## src/rtl/uart_pkg.sv

```systemverilog
// Shared definitions for the USART receive path: parity modes, FSM encoding,
// legal frame widths and the parity decision helpers.
package uart_pkg;

    localparam logic [2:0] PAR_NONE  = 3'd0;
    localparam logic [2:0] PAR_EVEN  = 3'd1;
    localparam logic [2:0] PAR_ODD   = 3'd2;
    localparam logic [2:0] PAR_MARK  = 3'd3;
    localparam logic [2:0] PAR_SPACE = 3'd4;

    localparam int DATA_WIDTH_MIN = 5;
    localparam int DATA_WIDTH_MAX = 9;

    typedef enum logic [1:0] {
        ST_IDLE   = 2'd0,
        ST_DATA   = 2'd1,
        ST_PARITY = 2'd2,
        ST_DONE   = 2'd3
    } rx_state_t;

    // Modes 5..7 behave like PAR_NONE, so only 1..4 expect a parity bit.
    function automatic logic parity_enabled(input logic [2:0] m);
        return (m >= PAR_EVEN) && (m <= PAR_SPACE);
    endfunction

    // x is the XOR of the data bits, p the received parity bit.
    function automatic logic parity_fail(input logic [2:0] m, input logic x, input logic p);
        logic f;
        f = 1'b0;
        case (m)
            PAR_EVEN:  f = x ^ p;
            PAR_ODD:   f = ~(x ^ p);
            PAR_MARK:  f = ~p;
            PAR_SPACE: f = p;
            default:   f = 1'b0;
        endcase
        return f;
    endfunction

endpackage

```

## src/rtl/uart_err_counter.sv

```systemverilog
// Saturating event counter; a same-cycle inc and clr restarts the count at 1.
module uart_err_counter #(
    parameter int WIDTH = 8
) (
    input  logic             clk,
    input  logic             rst_n,
    input  logic             inc,
    input  logic             clr,
    output logic [WIDTH-1:0] count
);

    // Clear has lower priority than a new event so that event is not lost.
    always_ff @(posedge clk or negedge rst_n) begin
        if (!rst_n)
            count <= '0;
        else if (inc && clr)
            count <= WIDTH'(1);
        else if (clr)
            count <= '0;
        else if (inc && !(&count))
            count <= count + 1'b1;
    end

endmodule

```

## src/rtl/uart_rx_parity_unit.sv

```systemverilog
// RX parity accumulator/checker: deserialises LSB-first data bits, checks the
// trailing parity bit and keeps sticky/counted parity error status.
module uart_rx_parity_unit
    import uart_pkg::*;
#(
    parameter int DATA_WIDTH    = 8,
    parameter int ERR_CNT_WIDTH = 8
) (
    input  logic                     clk,
    input  logic                     rst_n,
    input  logic [2:0]               mode,
    input  logic                     frame_start,
    input  logic                     bit_valid,
    input  logic                     bit_in,
    input  logic                     abort,
    input  logic                     err_clr,
    output logic [DATA_WIDTH-1:0]    data_out,
    output logic                     data_valid,
    output logic                     parity_err,
    output logic                     busy,
    output logic                     err_sticky,
    output logic [ERR_CNT_WIDTH-1:0] err_count
);

    localparam int CNT_W = $clog2(DATA_WIDTH);
    localparam logic [CNT_W-1:0] LAST_IDX = CNT_W'(DATA_WIDTH - 1);

    rx_state_t             state_q, state_d;
    logic [2:0]            mode_q;
    logic [DATA_WIDTH-1:0] shreg_q, shreg_nxt;
    logic [CNT_W-1:0]      cnt_q;
    logic                  xacc_q;
    logic                  perr_q;
    logic                  shift_en;
    logic                  par_cap;
    logic                  last_bit;

    assign last_bit = (cnt_q == LAST_IDX);

    // Shift register value with bit_in dropped into slot cnt_q.
    for (genvar k = 0; k < DATA_WIDTH; k++) begin : g_slot
        assign shreg_nxt[k] = (cnt_q == CNT_W'(k)) ? bit_in : shreg_q[k];
    end

    // State register.
    always_ff @(posedge clk or negedge rst_n) begin
        if (!rst_n)
            state_q <= ST_IDLE;
        else
            state_q <= state_d;
    end

    // Next state and datapath enables; frame_start overrides everything else.
    always_comb begin
        state_d  = state_q;
        shift_en = 1'b0;
        par_cap  = 1'b0;
        case (state_q)
            ST_IDLE: state_d = ST_IDLE;
            ST_DATA: begin
                if (abort)
                    state_d = ST_IDLE;
                else if (bit_valid) begin
                    shift_en = 1'b1;
                    if (last_bit)
                        state_d = parity_enabled(mode_q) ? ST_PARITY : ST_DONE;
                end
            end
            ST_PARITY: begin
                if (abort)
                    state_d = ST_IDLE;
                else if (bit_valid) begin
                    par_cap = 1'b1;
                    state_d = ST_DONE;
                end
            end
            ST_DONE: state_d = ST_IDLE;
            default: state_d = ST_IDLE;
        endcase
        if (frame_start) begin
            state_d  = ST_DATA;
            shift_en = 1'b0;
            par_cap  = 1'b0;
        end
    end

    // Frame accumulator: latched mode, data bits, bit index and running XOR.
    always_ff @(posedge clk or negedge rst_n) begin
        if (!rst_n) begin
            mode_q  <= PAR_NONE;
            shreg_q <= '0;
            cnt_q   <= '0;
            xacc_q  <= 1'b0;
            perr_q  <= 1'b0;
        end else if (frame_start) begin
            mode_q  <= mode;
            shreg_q <= '0;
            cnt_q   <= '0;
            xacc_q  <= 1'b0;
            perr_q  <= 1'b0;
        end else if (shift_en) begin
            shreg_q <= shreg_nxt;
            cnt_q   <= cnt_q + 1'b1;
            xacc_q  <= xacc_q ^ bit_in;
            perr_q  <= 1'b0;
        end else if (par_cap) begin
            perr_q  <= parity_fail(mode_q, xacc_q, bit_in);
        end
    end

    // Word register, loaded on the edge entering DONE so it is valid with data_valid.
    always_ff @(posedge clk or negedge rst_n) begin
        if (!rst_n)
            data_out <= '0;
        else if (shift_en && (state_d == ST_DONE))
            data_out <= shreg_nxt;
        else if (par_cap)
            data_out <= shreg_q;
    end

    assign data_valid = (state_q == ST_DONE);
    assign parity_err = data_valid && perr_q;
    assign busy       = (state_q == ST_DATA) || (state_q == ST_PARITY);

    // Sticky flag: a new error wins over a clear in the same cycle.
    always_ff @(posedge clk or negedge rst_n) begin
        if (!rst_n)
            err_sticky <= 1'b0;
        else if (parity_err)
            err_sticky <= 1'b1;
        else if (err_clr)
            err_sticky <= 1'b0;
    end

    uart_err_counter #(
        .WIDTH (ERR_CNT_WIDTH)
    ) u_err_cnt (
        .clk   (clk),
        .rst_n (rst_n),
        .inc   (parity_err),
        .clr   (err_clr),
        .count (err_count)
    );

endmodule

```

## config.mk

```make
export PLATFORM = sky130hd
export DESIGN_NAME = uart_rx_parity_unit
export DESIGN_NICKNAME = d
export VERILOG_FILES = /design/src/rtl/uart_pkg.sv /design/src/rtl/uart_err_counter.sv /design/src/rtl/uart_rx_parity_unit.sv
export SDC_FILE = /design/constraint.sdc
export NUM_CORES = 1
export LEC_CHECK = 0
export ABC_AREA = 1
export CORE_ASPECT_RATIO = 1.5
export CORE_UTILIZATION = 54
export CTS_CLUSTER_DIAMETER = 100
export DETAILED_ROUTE_END_ITERATION = 8
export MAX_ROUTING_LAYER = met4
export PLACE_DENSITY = 0.8
export SETUP_SLACK_MARGIN = 0.3
export SYNTH_ARGS = -nofsm -noshare
export SYNTH_HDL_FRONTEND = slang
export SYNTH_SLANG_ARGS = --single-unit
```

## constraint.sdc

```tcl
create_clock -name clk -period 2.24 [get_ports clk]
set_input_delay 0.336 -clock clk [delete_from_list [all_inputs] [get_ports clk]]
set_output_delay 0.336 -clock clk [all_outputs]
set_load 0.05 [all_outputs]
```

==> flow_summary.ini, run 1 <==
[run]
drv_cap = 0

[yosys]
synthCells = 256
yosysSeqAreaShare_pct = 43.9
synth_warnings = 0
synth_area_per_cell_um2 = 7.80
synth_seq_cells = 35
synth_top_area_share_pct = 43.9
ys_types = 26
synth.largest_area_cell = dfrtp_1
synth_area_mm2 = 0.00200
synthesis.nets = 277
synth_area_leaders = dfrtp_1 (44%), nand2_1 (15%), ha_1 (6.9%)

[setup_path]
crit_path_end_kind = output port
cp_slowest_stage_delay_ns = 0.82
arrival_ns = 1.53
cp_top_family = buffers and inverters
start_kind = register
critPathRequiredTime_ns = 1.90
path_buf_inv = 1
crit_slowest_cell = clkdlybuf4s50_1
crit_type = reg -> out
regToRegStartpoint = cnt_q[0]
crit_chain = clkdlybuf4s50_1
r2r_setup_slack_ns = 0.49
cp_max_fo = 5
r2r_end = data_out[0]
reg2reg_depth = 12

[sta]
rsz0062_at_grt = no
worst_pin_slew_ns = 0.499
finalHoldViolations = 0
skew_ns = 0.00486
relSlewSlack_pct = 66.6
maxSlewViolCount = 0
fin_crit_sh_pct = 83.4
fin_crit_ns = 1.87
tns_ns = 0
setup-violations-final = 0
fmax_mhz = 536

[detailed_routing]
first_pass_iters = 4
viasPerCell = 5.32
drtIter0Drc = 49
wl_mm = 4.18
drtAntennaViolNets = 0
post_drt_wl_per_cell_um = 12.6
drc_errors = 0
vias = 1762

[floorplanning]
io_pins = 30
chipWidth_um = 51.7
start_util_pct = 57.4
dieArea_mm2 = 0.00395
rows = 26
die_h_um = 76.5
core_mm2 = 0.00348

[final_layout]
layout.nets = 309
antenna_cells = 0
final_core_util_pct = 69.3
area_growth_pct = 20.9
final_cell_mix = nand2_1 (81), dfrtp_1 (35), inv_1 (27), clkdlybuf4s50_1 (25), nand3_1 (20)
drive_gt1_share_pct = 10.4
final_common_cell = nand2_1
design_area_mm2 = 0.00241

[place]
port_buffers = 29
dp_hpwl_mm = 3.08
postPlaceCellArea_mm2 = 0.00231
globalplace.congestion = 0.798

[clock_tree]
htree_levels = 2
tritoncts = built
insertion_delay_ns = 0.29
clock_path_buffers = 2
cts_buffers = 5
cts.hold.buffers_added = 0
clock-sinks = 35
cts-root-buf = clkbuf_8
path_clk_slew_ns = 0.07

[power]
peakVddDrop_uv = 475
p_leak_uw = 0.00122
p_per_area_mw_per_mm2 = 552

[run_status]
status = finished clean

[grt]
grt_antenna_before_repair = 0
grt_pass1_vias = 1705
grt_usage_pct = 25.7
grt_overflow = 0
grt_pass1_wl_mm = 7.31
grt_start_max_net_pins = 36

[hold_path]
hold_class = in -> async
-- cells by family (layout without fill, tap and decap cells) --
kind of cell             count (synthesis)  in the layout  share of synthesized area, %
flip-flops                              35             35                          43.9
AND/OR/NAND/NOR                        122            122                          26.9
XOR/XNOR                                 1              1                         0.439
buffers and inverters                   40             73                          8.40
AO/OA/AOI/OAI                           47             47                          13.5
adder cells (fa/ha/maj)                 11             11                          6.89
-- metal layers --
metal	vias up	GRT usage, %	routed length [um]
met2	29	44.4	2210
met5	-	-	0
met4	0	10.5	82
li1	898	-	-
met1	827	27.1	1770
met3	8	5.99	109
-- power breakdown --
| group | internal, uW | switching, uW | leakage [uW] |
|---|---|---|---|
| clock network | 279 | 230 | 0.0000505 |
| logic | 53.8 | 105 | 0.000689 |
| registers | 647 | 16.3 | 0.000478 |
| total | 980 | 352 | 0.00122 |
-- area by class of cell --
class                   count  area (um2)
fillers                   298        1070
inverters                  35         131
clock inverters             1        7.51
flip-flops and latches     35         876
clock buffers               7        96.3
well taps                  42        52.6
repair buffers             30         294
multi-input cells         181         956
-- Yosys cell counts --
cell / count
nand4_1: 4
inv_2: 8
xor2_1: 1
a31oi_1: 6
nor2_1: 8
nor2_4: 3
nand2_2: 2
o22ai_1: 7
o21ai_0: 12
nand2_4: 1
nand3_1: 20
buf_6: 2
clkbuf_1: 1
ha_1: 11
nand3_2: 1
o211ai_1: 1
dfrtp_1: 35
nand2_1: 81
o21ai_4: 1
buf_2: 2
nor3_1: 1
inv_1: 27
nor2_2: 1
o21ai_1: 7
a21oi_2: 1
a21oi_1: 12
-- metrics by stage --
| stage | setup WS, ns | total power [uW] | hold WS, ns | std cells |
|---|---|---|---|---|
| final | 0.373 | 1330 | 0.453 | 331 |
| after detailed placement | 0.412 | 835 | 0.468 | 323 |
| after CTS | 0.309 | 1350 | 0.470 | 331 |
| after floorplan | 0.353 | 774 | 0.0404 | 256 |
| after global routing | 0.308 | 1390 | 0.501 | 331 |
| after global placement | 0.450 | 830 | 0.459 | 323 |
-- repair_timing --
item | in CTS | in global routing
buffers inserted | 0 | 0
gates resized for setup | 1 | 1
endpoints found under the setup margin | 1 | 1
hold endpoints to repair | 0 | 0
pin swaps | 0 | 0
-- how the worst max path moves through the flow --
stage | startpoint | endpoint | slack [ns] | depth (start not counted)
6_report | u_err_cnt.count[5] | err_count[5] | 0.37 | 1
5_1_grt | cnt_q[0] | data_out[4] | 0.31 | 12
4_1_cts | u_err_cnt.count[4] | err_count[4] | 0.31 | 1
3_5_place_dp | bit_valid | data_out[1] | 0.41 | 10
3_3_place_gp | state_q[0] | data_valid | 0.45 | 2
2_1_floorplan | state_q[0] | u_err_cnt.count[5] | 0.35 | 8
-- flip-flops by register name, indices dropped and copies added, names as in the netlist --
signal and count:
cnt_q 3, data_out 8, err_sticky 1, mode_q 3, perr_q 1, shreg_q 8
state_q 2, u_err_cnt.count 8, xacc_q 1
(Power assumes the default switching activity.)
==> inputs of run 2 (changes only) <==
- CORE_UTILIZATION: 54 -> 48
- PLACE_DENSITY: 0.8 -> 0.75
- clock period: 2.24 -> 1.55 ns (I/O delays scaled with it)
==> run 2 against run 1 <==
Effect of this change: the flow now finishes with violations (setup timing); combinational power rose to 2.5 times the previous value; first-iteration DRC count up 6.1%; final cell count up 12%; clock power up 28%; sequential share of layout area down 9.0 points; critical path depth up 5; flip-flop and latch count unchanged.
==> flow_summary.ini, run 2 (same netlist as run 1, synthesis figures left out) <==
[setup_path]
r2r_end = data_out[3]
arrival_ns = 1.48
start_kind = register
regToRegStartpoint = cnt_q[0]
cp_max_fo = 2
crit_chain = buf_4 -> buf_6 -> ha_4 -> nand2_4 -> clkinvlp_4 -> buf_12
path_buf_inv = 4
cp_top_family = buffers and inverters
crit_type = reg -> out
crit_path_end_kind = output port
cp_slowest_stage_delay_ns = 0.39
r2r_setup_slack_ns = -0.14
crit_slowest_cell = dfrtp_1
critPathRequiredTime_ns = 1.32
reg2reg_depth = 11

[floorplanning]
chipWidth_um = 54.7
rows = 28
io_pins = 30
start_util_pct = 50.4
core_mm2 = 0.00396
die_h_um = 81.0
dieArea_mm2 = 0.00443

[sta]
setup_ws_ns = -0.167
fmax_mhz = 583
rsz0062_at_grt = yes
setup-violations-final = 15
worst_pin_slew_ns = 0.354
skew_ns = 0.00306
relSlewSlack_pct = 76.3
fin_crit_ns = 1.72
maxSlewViolCount = 0
fin_crit_sh_pct = 111
tns_ns = -1.22
finalHoldViolations = 0
timing.hold.ws_ns = 0.311

[clock_tree]
cts-root-buf = clkbuf_8
tritoncts = built
insertion_delay_ns = 0.29
cts.hold.buffers_added = 0
htree_levels = 2
cts_buffers = 5
clock-sinks = 35
path_clk_slew_ns = 0.07
clock_path_buffers = 2

[final_layout]
layout.nets = 347
fillCellCount = 205
design_area_mm2 = 0.00323
final_common_cell = nand2_1
drive_gt1_share_pct = 47.4
area_growth_pct = 61.5
antenna_cells = 0
reg.largest.list = data_out (8), shreg_q (8), u_err_cnt.count (8)
final_core_util_pct = 81.5
final_cell_mix = nand2_1 (65), buf_4 (36), dfrtp_1 (31), inv_1 (19), nand2_2 (13)

[detailed_routing]
post_drt_wl_per_cell_um = 14.3
drtIter0Drc = 52
first_pass_iters = 4
drtAntennaViolNets = 0
drc_errors = 0
vias = 1975
wl_mm = 5.31
viasPerCell = 5.31

[power]
p_leak_uw = 0.00148
p_per_area_mw_per_mm2 = 627
peakVddDrop_uv = 791

[place]
dp_hpwl_mm = 3.17
place_ws_ns = -0.186
port_buffers = 29
postPlaceCellArea_mm2 = 0.00263
globalplace.congestion = 0.821

[grt]
grt_antenna_before_repair = 0
grt_pass1_wl_mm = 7.82
grt_usage_pct = 25.1
grt_start_max_net_pins = 36
grt_overflow = 0
grt_pass1_vias = 1877

[run_status]
status = complete, but fails checks
violations = setup timing

[run]
drv_cap = 0

[hold_path]
hold_class = in -> async
run 2: cell count changes in the layout (fill, tap and decap cells not counted), moves of 9 or more:
cell,before,now
buf_4,3,36
clkdlybuf4s50_1,25,8
nand2_2,2,13
ha_4,0,10
nand3_2,1,10
nand2_1,81,65
nand3_1,20,9
buf_6,0,12
ha_1,10,1
run 2: how the worst max path moves through the flow:
stage	slack [ns]	cells after the start	to	start
2_1_floorplan	-0.11	9	u_err_cnt.count[4]	u_err_cnt.count[1]
3_3_place_gp	-0.15	8	data_out[2]	bit_valid
3_5_place_dp	-0.19	10	data_out[3]	bit_valid
4_1_cts	-0.05	5	parity_err	state_q[1]
5_1_grt	-0.24	11	data_out[3]	cnt_q[0]
6_report	-0.17	6	parity_err	state_q[1]
run 2: routing by layer:
metal	GRT usage, %	vias up	part of all wire (%)
li1	-	980	-
met1	24.8	927	39
met2	45.8	52	55
met3	5.06	16	3.4
met4	8.97	0	2.7
met5	-	-	0
run 2: per-stage QoR:
stage | total power, uW | cells
after CTS | 1960 | 361
final | 2020 | 372
after global routing | 2080 | 372
after detailed placement | 1280 | 346
after global placement | 1270 | 346
after floorplan | 1130 | 256
run 2: timing repair:
action                                 in CTS  in global routing
pin swaps                                  13                 37
setup endpoints to repair                  34                 35
endpoints found under the hold margin       0                  0
buffers inserted                            5                 10
cloned                                      2                  1
gates resized for setup                    45                 46
run 2: power by group:
part / total (uW) / switching (uW) / internal, uW
Clock: 655 / 341 / 314
Sequential: 965 / 28.2 / 937
Combinational: 402 / 225 / 176
run 2: worst reg2reg max path, stage by stage (launching register included):
cell and delay, ns:
dfrtp_1 0.41, ha_4 0.17, ha_4 0.15, nand2_4 0.07, nand2_1 0.07, nand2_1 0.06
nand2_2 0.11, nand3_4 0.11, nor2_4 0.23, nand2_1 0.09, nand2_1 0.06, nand2_1 0.05
run 2: layout make-up:
type / instances / area, um2 / share of cell area (%)
clock buffer: 6 / 72.6 / 2.25
clock inverter: 2 / 12.5 / 0.388
tap: 45 / 56.3 / 1.75
inverter: 35 / 164 / 5.08
sequential: 35 / 881 / 27.3
timing repair inverter: 2 / 13.8 / 0.427
multi-input combinational: 182 / 1370 / 42.5
timing repair buffer: 65 / 654 / 20.3
